`src/rtl/ps2_cond_pkg.sv`:
```
// Shared constants and helpers for the PS/2 multi-line conditioner.
// The reload helper clamps the debounce exponent before forming the power of two.
package ps2_cond_pkg;

  localparam logic PS2_IDLE_LEVEL = 1'b1;
  localparam int   DEB_EXP_W      = 5;

  function automatic logic [31:0] deb_reload(input logic [DEB_EXP_W-1:0] exp_val,
                                             input int                   max_exp);
    logic [DEB_EXP_W-1:0] e;
    e = (int'(exp_val) > max_exp) ? DEB_EXP_W'(max_exp) : exp_val;
    return 32'd1 << e;
  endfunction

endpackage

```
`src/rtl/ps2_multi_line_conditioner_line.sv`:
```
// One conditioned line: synchroniser, bypass mux, debounce counter, registered
// output with edge strobes and a saturating glitch counter.
module ps2_line_debounce
  import ps2_cond_pkg::*;
#(
  parameter int SYNC_STAGES = 2,
  parameter int CNT_W       = 16,
  parameter int GLITCH_W    = 8
) (
  input  logic                clk,
  input  logic                rst,
  input  logic                line_i,
  input  logic                sync_en_i,
  input  logic [CNT_W-1:0]    reload_i,
  input  logic                reload_now_i,
  input  logic                glitch_clr_i,
  output logic                line_o,
  output logic                rise_o,
  output logic                fall_o,
  output logic [GLITCH_W-1:0] glitch_cnt_o
);

  localparam logic [CNT_W-1:0] CNT_ONE = CNT_W'(1);

  logic [SYNC_STAGES-1:0] sync_q;
  logic                   raw;
  logic [CNT_W-1:0]       cnt_q, cnt_d;
  logic                   out_q, out_d;
  logic                   rise_q, rise_d;
  logic                   fall_q, fall_d;
  logic [GLITCH_W-1:0]    glitch_q, glitch_d;

  assign raw = sync_en_i ? sync_q[SYNC_STAGES-1] : line_i;

  // A return to the settled level before expiry counts as a glitch; a reload
  // caused by a debounce-time change does not.
  always_comb begin
    cnt_d    = cnt_q;
    out_d    = out_q;
    rise_d   = 1'b0;
    fall_d   = 1'b0;
    glitch_d = glitch_q;
    if (reload_now_i) begin
      cnt_d = reload_i;
    end else if (raw == out_q) begin
      cnt_d = reload_i;
      if (cnt_q != reload_i && glitch_q != '1) glitch_d = glitch_q + 1'b1;
    end else if (cnt_q == CNT_ONE) begin
      out_d  = raw;
      cnt_d  = reload_i;
      rise_d = raw;
      fall_d = ~raw;
    end else begin
      cnt_d = cnt_q - 1'b1;
    end
    if (glitch_clr_i) glitch_d = '0;
  end

  always_ff @(posedge clk or posedge rst) begin
    if (rst) begin
      sync_q   <= {SYNC_STAGES{PS2_IDLE_LEVEL}};
      cnt_q    <= CNT_ONE;
      out_q    <= PS2_IDLE_LEVEL;
      rise_q   <= 1'b0;
      fall_q   <= 1'b0;
      glitch_q <= '0;
    end else begin
      sync_q   <= {sync_q[SYNC_STAGES-2:0], line_i};
      cnt_q    <= cnt_d;
      out_q    <= out_d;
      rise_q   <= rise_d;
      fall_q   <= fall_d;
      glitch_q <= glitch_d;
    end
  end

  assign line_o       = out_q;
  assign rise_o       = rise_q;
  assign fall_o       = fall_q;
  assign glitch_cnt_o = glitch_q;

endmodule

```
`src/rtl/ps2_multi_line_conditioner.sv`:
```
// Conditions N open-drain PS/2 lines into the clk domain; shares one debounce
// reload value and debounce-time change detection across all lines.
module ps2_multi_line_conditioner
  import ps2_cond_pkg::*;
#(
  parameter int N_LINES     = 2,
  parameter int SYNC_STAGES = 2,
  parameter int DEB_MAX     = 15,
  parameter int GLITCH_W    = 8
) (
  input  logic                        clk,
  input  logic                        rst,
  input  logic [N_LINES-1:0]          lines_in,
  input  logic                        sync_en,
  input  logic [DEB_EXP_W-1:0]        deb_time,
  input  logic                        glitch_clr,
  output logic [N_LINES-1:0]          lines_out,
  output logic [N_LINES-1:0]          rise,
  output logic [N_LINES-1:0]          fall,
  output logic [N_LINES*GLITCH_W-1:0] glitch_cnt
);

  localparam int CNT_W = DEB_MAX + 1;

  logic [DEB_EXP_W-1:0] deb_time_q;
  logic [CNT_W-1:0]     reload;
  logic                 reload_now;

  assign reload     = CNT_W'(deb_reload(deb_time, DEB_MAX));
  assign reload_now = (deb_time_q != deb_time);

  always_ff @(posedge clk or posedge rst) begin
    if (rst) deb_time_q <= '0;
    else     deb_time_q <= deb_time;
  end

  for (genvar i = 0; i < N_LINES; i++) begin : g_line
    ps2_line_debounce #(
      .SYNC_STAGES(SYNC_STAGES),
      .CNT_W      (CNT_W),
      .GLITCH_W   (GLITCH_W)
    ) u_line (
      .clk         (clk),
      .rst         (rst),
      .line_i      (lines_in[i]),
      .sync_en_i   (sync_en),
      .reload_i    (reload),
      .reload_now_i(reload_now),
      .glitch_clr_i(glitch_clr),
      .line_o      (lines_out[i]),
      .rise_o      (rise[i]),
      .fall_o      (fall[i]),
      .glitch_cnt_o(glitch_cnt[i*GLITCH_W +: GLITCH_W])
    );
  end

endmodule

```
`config.mk`:
```
export PLATFORM = sky130hd
export DESIGN_NAME = ps2_multi_line_conditioner
export DESIGN_NICKNAME = d
export VERILOG_FILES = /design/src/rtl/ps2_cond_pkg.sv /design/src/rtl/ps2_multi_line_conditioner_line.sv /design/src/rtl/ps2_multi_line_conditioner.sv
export SDC_FILE = /design/constraint.sdc
export NUM_CORES = 1
export LEC_CHECK = 0
export CORE_ASPECT_RATIO = 2
export CORE_MARGIN = 3
export CORE_UTILIZATION = 35
export DETAILED_ROUTE_END_ITERATION = 8
export GPL_ROUTABILITY_DRIVEN = 0
export HOLD_SLACK_MARGIN = 0.02
export PLACE_DENSITY_LB_ADDON = 0.08
export SLEW_MARGIN = 10
export SYNTH_ARGS = -nofsm -noshare
export SYNTH_HDL_FRONTEND = slang
export SYNTH_SLANG_ARGS = --single-unit
```
`constraint.sdc`:
```
create_clock -name clk -period 3.9 [get_ports clk]
set_clock_uncertainty 0.1 [all_clocks]
set_input_delay 0.585 -clock clk [delete_from_list [all_inputs] [get_ports clk]]
set_output_delay 0.585 -clock clk [all_outputs]
set_load 0.005 [all_outputs]
```
==> Word-level counts from Yosys, hierarchy flattened <==
Cells that the tools add are included.
{ "word_totals": {"ff_bits": 63, "wordCells": 73, "input_bits": 11} }
{ "op_classes": {"n_eq_ne": 10, "n_lt_le_gt_ge": 1, "n_mux": 29, "shift": 1, "reduce_logical": 10, "n_bitwise": 5, "n_addsub": 4} }
{ "op_table": {"columns": ["cell", "n"], "rows": [
  ["two-way mux 16 bit", 6],
  ["two-way mux 8 bit", 8],
  ["equality test 16 x 1 -> 1 bit, second input constant", 2],
  ["!= test 16 bit", 2],
  ["subtractor 16 x 1 -> 16 bit, second input constant", 2],
  ["adder 8 x 1 -> 8 bit, second input constant", 2],
  ["!= test 8 bit, second input constant", 2],
  ["left shift 1 x 5 -> 16 bit, first input constant", 1],
  ["two-way mux 1 bit", 14],
  ["AND reduction 3 bit", 4],
  ["nonzero test 2 bit", 4],
  ["greater-than comparator 5 x 4 -> 1 bit, second input constant", 1],
  ["two-way mux 5 bit", 1],
  ["!= test 5 bit", 1],
  ["inverter 1 bit", 5],
  ["equality test 1 bit", 2],
  ["logical AND 1 bit", 2],
  ["!= test 2 bit, second input constant", 1]
]} }

==> Depth between registers and ports, before layout <==
Gate-level depths: netlist of the first run.
{ "depth": {"ltp_word": 9, "depth_mapped": 10} }

==> Hierarchy <==
Synthesis of the first run repeated with hierarchy kept, for this count alone.
{ "hier_totals": {"hier_cells": 387, "area_unflattened_um2": 3729.8} }
{ "by_module_without_submodules": {"columns": ["module", "cells_per_inst", "seq_area_each_um2", "area_per_inst_um2", "instances"], "rows": [
  ["ps2_line_debounce", 174, 730.7, 1702.9, 2],
  ["ps2_multi_line_conditioner", 39, 125.1, 324.1, 1]
]} }

==> Worst setup path before layout of the first run <==
OpenSTA, ideal clock, no wires.
{ "synth_path": {"path_kind": "input to register", "start": "in deb_time[4]", "end": "reg g_line[1].u_line.glitch_q[1]", "t_arrival_ns": 2.414, "path_buffers": 3, "required_ns": 3.668, "path_stages": 10, "path_slack_ns": 1.254, "cell_sequence": "buf_6 > or3_1 > buf_2 > o21ai_2 > nand4_1 > or4_4 > o21ai_2 > buf_6 > mux2i_1 > nor2_1"} }
{ "synth_via": {"elab_chain_cells": 7, "word_cells_on_any_way": 9} }
{ "synth_lines": {"columns": ["item", "line", "rtl"], "rows": [
  ["start, declared", "ps2_multi_line_conditioner.sv:15", "input logic [DEB_EXP_W-1:0] deb_time,"],
  ["greater-than comparator 5 x 4 -> 1 bit", "ps2_cond_pkg.sv:11", "e = (int'(exp_val) > max_exp) ? DEB_EXP_W'(max_exp) : exp_val;"],
  ["two-way mux 5 bit", "ps2_cond_pkg.sv:11", null],
  ["left shift 1 x 5 -> 16 bit", "ps2_cond_pkg.sv:12", "return 32'd1 << e;"],
  ["!= test 16 bit", "ps2_multi_line_conditioner_line.sv:47", "if (cnt_q != reload_i && glitch_q != '1) glitch_d = glitch_q + 1'b1;"],
  ["logical AND 1 bit", "ps2_multi_line_conditioner_line.sv:47", null],
  ["nonzero test 2 bit (no source line)", null, null],
  ["AND reduction 3 bit (no source line) *", null, null],
  ["end signal, assigned", "ps2_multi_line_conditioner_line.sv:73", "glitch_q <= glitch_d;"],
  ["end, declared", "ps2_multi_line_conditioner_line.sv:31", "logic [GLITCH_W-1:0] glitch_q, glitch_d;"]
]} }
Mark *: on every way between the ends. The rest lies on a longest branch, timed or not.
A chain may end at the register's enable or synchronous reset.

==> Final worst setup path of the first run <==
{ "layout_path": {"start": "in deb_time[2]", "end": "reg g_line[1].u_line.glitch_q[1]"} }
The elaborated chain is that of the path after synthesis.

==> results.json, run 1 <==
{
  "status": "finished, final reports clean",
  "ctsResizeCount": 0,
  "grt_use_met3_pct": 2.65,
  "synthTopCellsByArea": "dfrtp_1, dfstp_2, mux2i_1",
  "synth-edff-count": 0,
  "slew_headroom_pct": 49.2,
  "grt_max_degree": 31,
  "dp_hpwl_um": 8500,
  "cts_buffer_depth": 2,
  "busiest_layer": "met2",
  "synth_nets": 445,
  "drt_pass1_iterations": 5,
  "floorplan.initialDensity_pct": 36.1,
  "clock-root-buffer": "clkbuf_16",
  "pwr-share-seq_pct": 38.6,
  "cts_buffers": 9,
  "grtUsageTotal_pct": 18.6,
  "clock_latency_ns": 0.33,
  "ys_warn_count": 0,
  "fin_crit_sh_pct": 83.6,
  "async_flop_share_pct": 100,
  "tns_ns": 0,
  "grt_overflow": 0,
  "cts_tree": "built",
  "p_int_uw": 1340,
  "ant_nets": 0,
  "yosys_register_bits": 63,
  "htreeDepth": 3,
  "crit_fanout": 15,
  "wire_per_inst_um": 18.4,
  "viasPerCell": 5.46,
  "grt_pass1_vias": 3187,
  "die_x_um": 81.3,
  "wl_um": 11100,
  "fin_hold_ws_ns": 0.255,
  "synth_area_leader_cell": "dfrtp_1",
  "synthToLayoutAreaGrowth_pct": 18.9,
  "grt_setup_unrepaired": "no",
  "synth-seq-area-share_pct": 39.9,
  "ios": 33,
  "worst_pin_slew_ns": 0.759,
  "diodes": 0,
  "syn-cell-area_mm2": 0.00397,
  "synth_cells": 428,
  "yosys.area.top_type_share_pct": 34.6,
  "drt_iter0_drc": 111,
  "arrival_ns": 3.34,
  "cp-start-kind": "input port",
  "cts_hold_buf": 0,
  "leakagePower_uw": 0.00197,
  "drive_gt1_share_pct": 12.8,
  "fin_util_pct": 42.9,
  "rows": 54,
  "use_met1_pct": 19.4,
  "syn_area_per_cell_um2": 9.28,
  "worstSetupPathType": "input port to flip-flop",
  "swShare_pct": 25.6,
  "n_fill_cell": 1108,
  "grt_pass1_wl_um": 17300,
  "grt_util_met2_pct": 33.5,
  "setup_viol": 0,
  "cts.sinks": 63,
  "powerDensity_mw_per_mm2": 382,
  "maxCapViolCount": 0,
  "synth-main-ff-cell": "dfrtp_1",
  "synth_most_common_cell": "dfrtp_1",
  "drv_slew": 0,
  "core_mm2": 0.0110,
  "ir_drop_mv": 0.220,
  "pwr-share-clk_pct": 47.0,
  "nets": 474,
  "ys_types": 61,
  "antenna_found_initial": 0,
  "required_ns": 3.98,
  "switchingPower_uw": 462,
  "port_buffers": 32,
  "via_count": 3288,
  "fin_crit_ns": 3.26,
  "drc_errors": 0,
  "hold_viol_final": 0,
  "combPwrFrac_pct": 14.4,
  "clkTransAtPathRegs_ns": 0.05,
  "post_cts_buffers": 0,
  "end_kind": "flip-flop",
  "synth.top_cells.by_count": "dfrtp_1, nand2_1, nor2_1, o21ai_0, or3_1",
  "die_area_mm2": 0.0127,
  "fmaxAchievable_mhz": 307,
  "hp-class": "flip-flop to flip-flop",
  "die_h_um": 157
}
through the flow:
step | area (µm²) | setup WS [ns] | instances | total power, µW
6_report | 4720 | 0.638 | 602 | 1810
5_1_grt | 4720 | 0.378 | 602 | 1900
4_1_cts | 4720 | 0.642 | 602 | 1840
3_5_place_dp | 4410 | 0.286 | 586 | 970
3_3_place_gp | 4410 | 0.375 | 586 | 968
2_1_floorplan | 3970 | 1.25 | 428 | 898
sequential cells by signal, indices dropped and copies added, names as in the netlist:
name,cells
g_line.u_line.cnt_q,32
g_line.u_line.fall_o,2
g_line.u_line.rise_o,2
g_line.u_line.glitch_cnt_o,16
deb_time_q,5
g_line.u_line.sync_q,4
g_line.u_line.line_o,2
kinds of logic after synthesis:
group / count (synthesis) / synth area share [%]
flip-flops: 63 / 39.9
XOR/XNOR: 38 / 8.38
multiplexers: 26 / 6.71
AO/OA/AOI/OAI: 71 / 11.1
adder cells (fa/ha/maj): 6 / 1.89
AND/OR/NAND/NOR: 181 / 26.3
buffers and inverters: 43 / 5.64
power by group through the flow:
| stage | clock [µW] | combinational [µW] | sequential [µW] |
|---|---|---|---|
| 3_3_place_gp | 0 | 260 | 707 |
| 5_1_grt | 914 | 291 | 698 |
| 4_1_cts | 877 | 264 | 696 |
| 3_5_place_dp | 0 | 262 | 707 |
| 6_report | 849 | 260 | 696 |
| 2_1_floorplan | 0 | 200 | 698 |
worst max-delay path, stage by stage:
cell             delay [ns]
clkdlybuf4s50_1        0.80
nand2b_1               0.34
o21ai_0                0.23
nand3_1                0.11
or4_4                  0.55
o21ai_2                0.43
mux2i_1                0.23
nor2_1                 0.05
layout by cell type (no fill, tap or decap), types with 3 or more instances in the layout:
cell type	instances
nand2b_1	5
clkdlybuf4s50_1	32
o21ai_0	27
nor3_1	13
and2_1	3
nand2_1	31
nor4b_1	3
nor2_1	27
clkbuf_16	9
a21o_1	3
or2_2	5
inv_1	14
nor2b_1	3
nor4_1	5
and3_1	10
o211ai_1	3
dfrtp_1	55
xor2_1	20
mux2_2	4
a21oi_1	13
dfstp_2	8
o21ai_1	5
nand3_1	17
nand3b_1	3
ha_1	6
or3_1	25
xnor2_1	18
mux2i_1	21
buf_4	14
or4_1	4
nand4_1	9
o31ai_1	4
final cells by class:
| type | count | area [µm²] | share of cell area, % |
|---|---|---|---|
| flip-flops and latches | 63 | 1590 | 33.6 |
| multi-input cells | 322 | 2170 | 45.9 |
| clock inverters | 6 | 85.1 | 1.80 |
| repair buffers | 46 | 425 | 9.00 |
| clock buffers | 10 | 229 | 4.85 |
| inverters | 15 | 56.3 | 1.19 |
| well taps | 140 | 175 | 3.71 |
final timing paths:
check / from / slack, ns / cells past startpoint / endpoint
setup reg to reg: g_line[0].u_line.cnt_q[5] / 1.13 / 8 / g_line[0].u_line.cnt_q[3]
hold / removal: g_line[1].u_line.sync_q[0] / 0.25 / 0 / g_line[1].u_line.sync_q[1]
setup / recovery: deb_time[2] / 0.64 / 8 / g_line[1].u_line.glitch_cnt_o[1]
hold reg to reg: g_line[1].u_line.sync_q[0] / 0.25 / 0 / g_line[1].u_line.sync_q[1]
min in group asynchronous: rst / 0.43 / 2 / g_line[0].u_line.cnt_q[8]
max in group asynchronous: rst / 2.52 / 3 / g_line[1].u_line.cnt_q[0]
routing by layer:
layer,vias to the layer above,wire length (µm)
met5,-,0
met4,0,722
met3,26,293
met2,71,6010
met1,1594,4060
li1,1597,-
Note: power is estimated with default switching activity, not from simulation.
==> run 2: changes to the inputs <==
clock period = 2.8 ns   (was 3.9 ns; I/O delays follow)
==> results.json, run 2 (synthesis results as in run 1) <==
{
  "port_buffers": 32,
  "diodes": 0,
  "cpMostUsedCell": "buf_4",
  "timing.rr.start": "g_line[0].u_line.cnt_q[5]",
  "ios": 33,
  "nets": 506,
  "swShare_pct": 25.5,
  "ir_drop_mv": 0.306,
  "grt_overflow": 0,
  "fmaxAchievable_mhz": 374,
  "end_kind": "flip-flop",
  "cts_hold_buf": 0,
  "synthToLayoutAreaGrowth_pct": 27.2,
  "largest_reg_flops": 32,
  "cp_cell_sequence": "clkdlybuf4s50_1 -> buf_4 -> and4bb_2 -> buf_4 -> a21oi_1 -> o32ai_1 -> nand4_1 -> o21ai_2 -> buf_12 -> mux2i_1 -> nor2_1",
  "fin_crit_ns": 2.68,
  "grt_pass1_vias": 3350,
  "crit_buf_inv": 4,
  "core_mm2": 0.0110,
  "critical_path.slowest_cell": "clkdlybuf4s50_1",
  "clock-root-buffer": "clkbuf_16",
  "top_register": "g_line.u_line.cnt_q",
  "ant_nets": 0,
  "clock_latency_ns": 0.33,
  "worst_hold_path.endpoint": "deb_time_q[0]",
  "drive_gt1_share_pct": 20.0,
  "fin_util_pct": 45.9,
  "r2r_end": "g_line[0].u_line.cnt_q[14]",
  "grtUsageTotal_pct": 19.0,
  "setup_viol": 0,
  "placed_cell_area_mm2": 0.00467,
  "min_from": "deb_time[0]",
  "antenna_found_initial": 0,
  "final_cell_mix": "dfrtp_1, buf_4, nand2_1",
  "hold_viol_final": 0,
  "dp_hpwl_um": 8640,
  "wl_um": 11300,
  "slew_headroom_pct": 50.6,
  "p_int_uw": 1930,
  "holdPathStages": 1,
  "fin_crit_sh_pct": 95.6,
  "htreeDepth": 3,
  "arrival_ns": 2.76,
  "pwr-share-seq_pct": 37.5,
  "cts.sinks": 63,
  "cts_buffer_depth": 2,
  "die_area_mm2": 0.0127,
  "fin_hold_ws_ns": 0.195,
  "postLayoutCellArea_mm2": 0.00505,
  "maxCapViolCount": 0,
  "drt_pass1_iterations": 4,
  "die_h_um": 157,
  "switchingPower_uw": 659,
  "die_x_um": 81.3,
  "drt_iter0_drc": 131,
  "drc_errors": 0,
  "clkTransAtPathRegs_ns": 0.05,
  "worst_pin_slew_ns": 0.739,
  "floorplan.initialDensity_pct": 36.1,
  "viasPerCell": 5.40,
  "r2r_slack_ns": 0.22,
  "required_ns": 2.89,
  "crit_fanout": 12,
  "pwr-share-clk_pct": 47.0,
  "wire_per_inst_um": 17.8,
  "via_count": 3421,
  "cts_tree": "built",
  "grt_max_degree": 64,
  "status": "finished, final reports clean",
  "rr_worst_depth": 8,
  "rows": 54,
  "mostFrequentLayoutCell": "dfrtp_1",
  "drv_slew": 0,
  "path_delay_family": "buffers and inverters",
  "grt_pass1_wl_um": 17800,
  "cp-start-kind": "input port",
  "worstSetupPathType": "input port to flip-flop",
  "p_total_uw": 2590,
  "powerDensity_mw_per_mm2": 512,
  "hp-class": "input port to flip-flop",
  "n_fill_cell": 1076,
  "leakagePower_uw": 0.00217,
  "critPathMaxStageDelay_ns": 0.54,
  "combPwrFrac_pct": 15.5,
  "cts_buffers": 9
}
[run 2: cell count changes in the layout (fill, tap and decap cells not counted), sizes merged]
cell / delta
clkdlybuf4s50: -3
clkinvlp: -1
clkbuf: +1
dlygate4sd2: +1
buf: +32
dlymetal6s2s: +2
[run 2: area by class of cell]
cell class,count,area (µm²),area share (%)
clock buffers,11,243,4.80
clock inverters,5,81.3,1.61
inverters,15,56.3,1.11
multi-input cells,322,2200,43.6
flip-flops and latches,63,1590,31.4
well taps,140,175,3.47
repair buffers,78,708,14.0
[run 2: repair_timing]
| action | in CTS | in global routing |
|---|---|---|
| setup buffers | 0 | 1 |
| cloned | 0 | 1 |
| resized for setup | 3 | 11 |
| pin swaps | 0 | 4 |
| setup endpoints to repair | 3 | 15 |
[run 2: routing by layer]
layer	up-vias	part of all wire (%)	global-route usage (%)
met3	40	2.4	3.34
met4	0	7.5	14.8
met1	1648	36	18.9
met5	-	0	0
li1	1652	-	-
met2	81	54	33.6
[run 2: worst max path at each step]
stage           startpoint                                to  slack [ns]  cells after the start
6_report       deb_time[1]  g_line[1].u_line.glitch_cnt_o[1]        0.12                     11
5_1_grt        deb_time[1]  g_line[1].u_line.glitch_cnt_o[1]     -0.0002                     11
4_1_cts        deb_time[3]  g_line[1].u_line.glitch_cnt_o[1]        0.02                      9
3_5_place_dp   deb_time[3]  g_line[1].u_line.glitch_cnt_o[1]       -0.36                     10
3_3_place_gp   deb_time[2]  g_line[1].u_line.glitch_cnt_o[1]       -0.35                     11
2_1_floorplan  deb_time[4]  g_line[1].u_line.glitch_cnt_o[1]        0.32                     10
[run 2: power by group through the flow]
stage / clock network (µW) / logic (µW) / registers [µW]
2_1_floorplan: 0 / 278 / 973
3_3_place_gp: 0 / 392 / 985
3_5_place_dp: 0 / 397 / 985
4_1_cts: 1250 / 401 / 970
5_1_grt: 1290 / 447 / 974
6_report: 1220 / 402 / 970
[run 2: metrics by stage]
stage / setup TNS (ns) / setup WS, ns / std cells
6_report: 0 / 0.124 / 634
5_1_grt: -0.000201 / -0.000201 / 634
4_1_cts: 0 / 0.0201 / 632
3_5_place_dp: -6.37 / -0.363 / 616
3_3_place_gp: -5.99 / -0.351 / 616
2_1_floorplan: 0 / 0.319 / 428
==> run 3: changes to the inputs <==
CORE_ASPECT_RATIO = 0.5   (was 2)
clock period = 3.3 ns   (was 2.8 ns; I/O delays follow)
==> results.json, run 3 (synthesis results as in run 1) <==
{
  "drive_gt1_share_pct": 13.7,
  "via_count": 3321,
  "arrival_ns": 3.08,
  "worstSetupPathType": "input port to flip-flop",
  "leakagePower_uw": 0.00201,
  "fmaxAchievable_mhz": 338,
  "cp-start-kind": "input port",
  "hp-class": "flip-flop to flip-flop",
  "grt_overflow": 0,
  "drt_pass1_iterations": 5,
  "p_total_uw": 2050,
  "floorplan.initialDensity_pct": 37.3,
  "slew_headroom_pct": 52.5,
  "antenna_found_initial": 0,
  "grt_pass1_vias": 3125,
  "final_cell_mix": "dfrtp_1, clkdlybuf4s50_1, nand2_1",
  "powerDensity_mw_per_mm2": 427,
  "ctsResizeCount": 0,
  "synthToLayoutAreaGrowth_pct": 20.8,
  "busiest_layer": "met2",
  "ant_nets": 0,
  "clock_latency_ns": 0.33,
  "rows": 26,
  "grt_util_met2_pct": 25.3,
  "cts_buffer_depth": 2,
  "mostFrequentLayoutCell": "dfrtp_1",
  "core_mm2": 0.0106,
  "required_ns": 3.42,
  "port_buffers": 32,
  "post_cts_buffers": 0,
  "grt_max_degree": 35,
  "largest_reg_flops": 32,
  "wire_per_inst_um": 17.0,
  "status": "finished, final reports clean",
  "die_h_um": 81.3,
  "postLayoutCellArea_mm2": 0.00480,
  "end_kind": "flip-flop",
  "cts.sinks": 63,
  "ios": 33,
  "use_met1_pct": 24.2,
  "setup_viol": 0,
  "cts_tree": "built",
  "grt_setup_unrepaired": "no",
  "grtUsageTotal_pct": 17.2,
  "drt_iter0_drc": 255,
  "die_area_mm2": 0.0127,
  "grt_pass1_wl_um": 16700,
  "hold_viol_final": 0,
  "wl_um": 10300,
  "crit_fanout": 11,
  "clock-root-buffer": "clkbuf_16",
  "fin_crit_ns": 2.96,
  "dp_hpwl_um": 7650,
  "grt_use_met3_pct": 5.48,
  "tns_ns": 0,
  "drv_slew": 0,
  "top_register": "g_line.u_line.cnt_q",
  "placed_cell_area_mm2": 0.00451,
  "diodes": 0,
  "drc_errors": 0,
  "fin_util_pct": 45.1,
  "die_x_um": 157,
  "clkTransAtPathRegs_ns": 0.06,
  "viasPerCell": 5.47,
  "nets": 479,
  "fin_crit_sh_pct": 89.7,
  "cts_hold_buf": 0,
  "ir_drop_mv": 0.183,
  "worst_pin_slew_ns": 0.711,
  "cts_buffers": 9,
  "maxCapViolCount": 0,
  "htreeDepth": 3
}
run 3: area by class of cell:
class | count | area [µm²]
Inverter | 15 | 56.3
Tap cell | 140 | 175
Clock inverter | 3 | 17.5
Fill cell | 996 | 5840
Sequential cell | 63 | 1590
Multi-Input combinational cell | 322 | 2170
Timing Repair Buffer | 51 | 526
Clock buffer | 13 | 270
run 3: per-layer routing:
metal  part of all wire, %  wire, µm
met2                    42      4340
met3                   6.8       699
met5                     0         0
met1                    50      5160
met4                  0.96        99
run 3: through the flow:
stage          setup slack [ns]  hold slack (ns)  cells
3_3_place_gp             0.0203            0.247    591
2_1_floorplan             0.744            0.245    428
6_report                  0.338            0.255    607
5_1_grt                  0.0848            0.260    607
3_5_place_dp             0.0410            0.250    591
4_1_cts                   0.373            0.255    607
run 3: final timing paths:
path,from,slack (ns),to,depth (start not counted)
worst max-delay path,deb_time[3],0.34,g_line[0].u_line.glitch_cnt_o[5],9
worst min-delay path,g_line[0].u_line.sync_q[0],0.26,g_line[0].u_line.sync_q[1],0
worst max register to register,g_line[0].u_line.cnt_q[4],0.71,g_line[0].u_line.cnt_q[6],8
worst min register to register,g_line[0].u_line.sync_q[0],0.26,g_line[0].u_line.sync_q[1],0
max in group asynchronous,rst,1.90,g_line[0].u_line.cnt_q[0],3
min in group asynchronous,rst,0.50,g_line[1].u_line.glitch_cnt_o[1],2
run 3: worst max-delay path, stage by stage:
cell	delay [ns]
clkdlybuf4s50_1	0.44
buf_4	0.20
or3b_1	0.49
or3_1	0.37
nand4_1	0.11
nor4_1	0.06
a21oi_1	0.36
and3_1	0.23
mux2_1	0.32
run 3: power by group:
part	internal (µW)	switching [µW]	leakage [µW]
clock network	567	342	0.000142
logic	141	175	0.00104
registers	796	26.1	0.000831
total	1500	542	0.00201
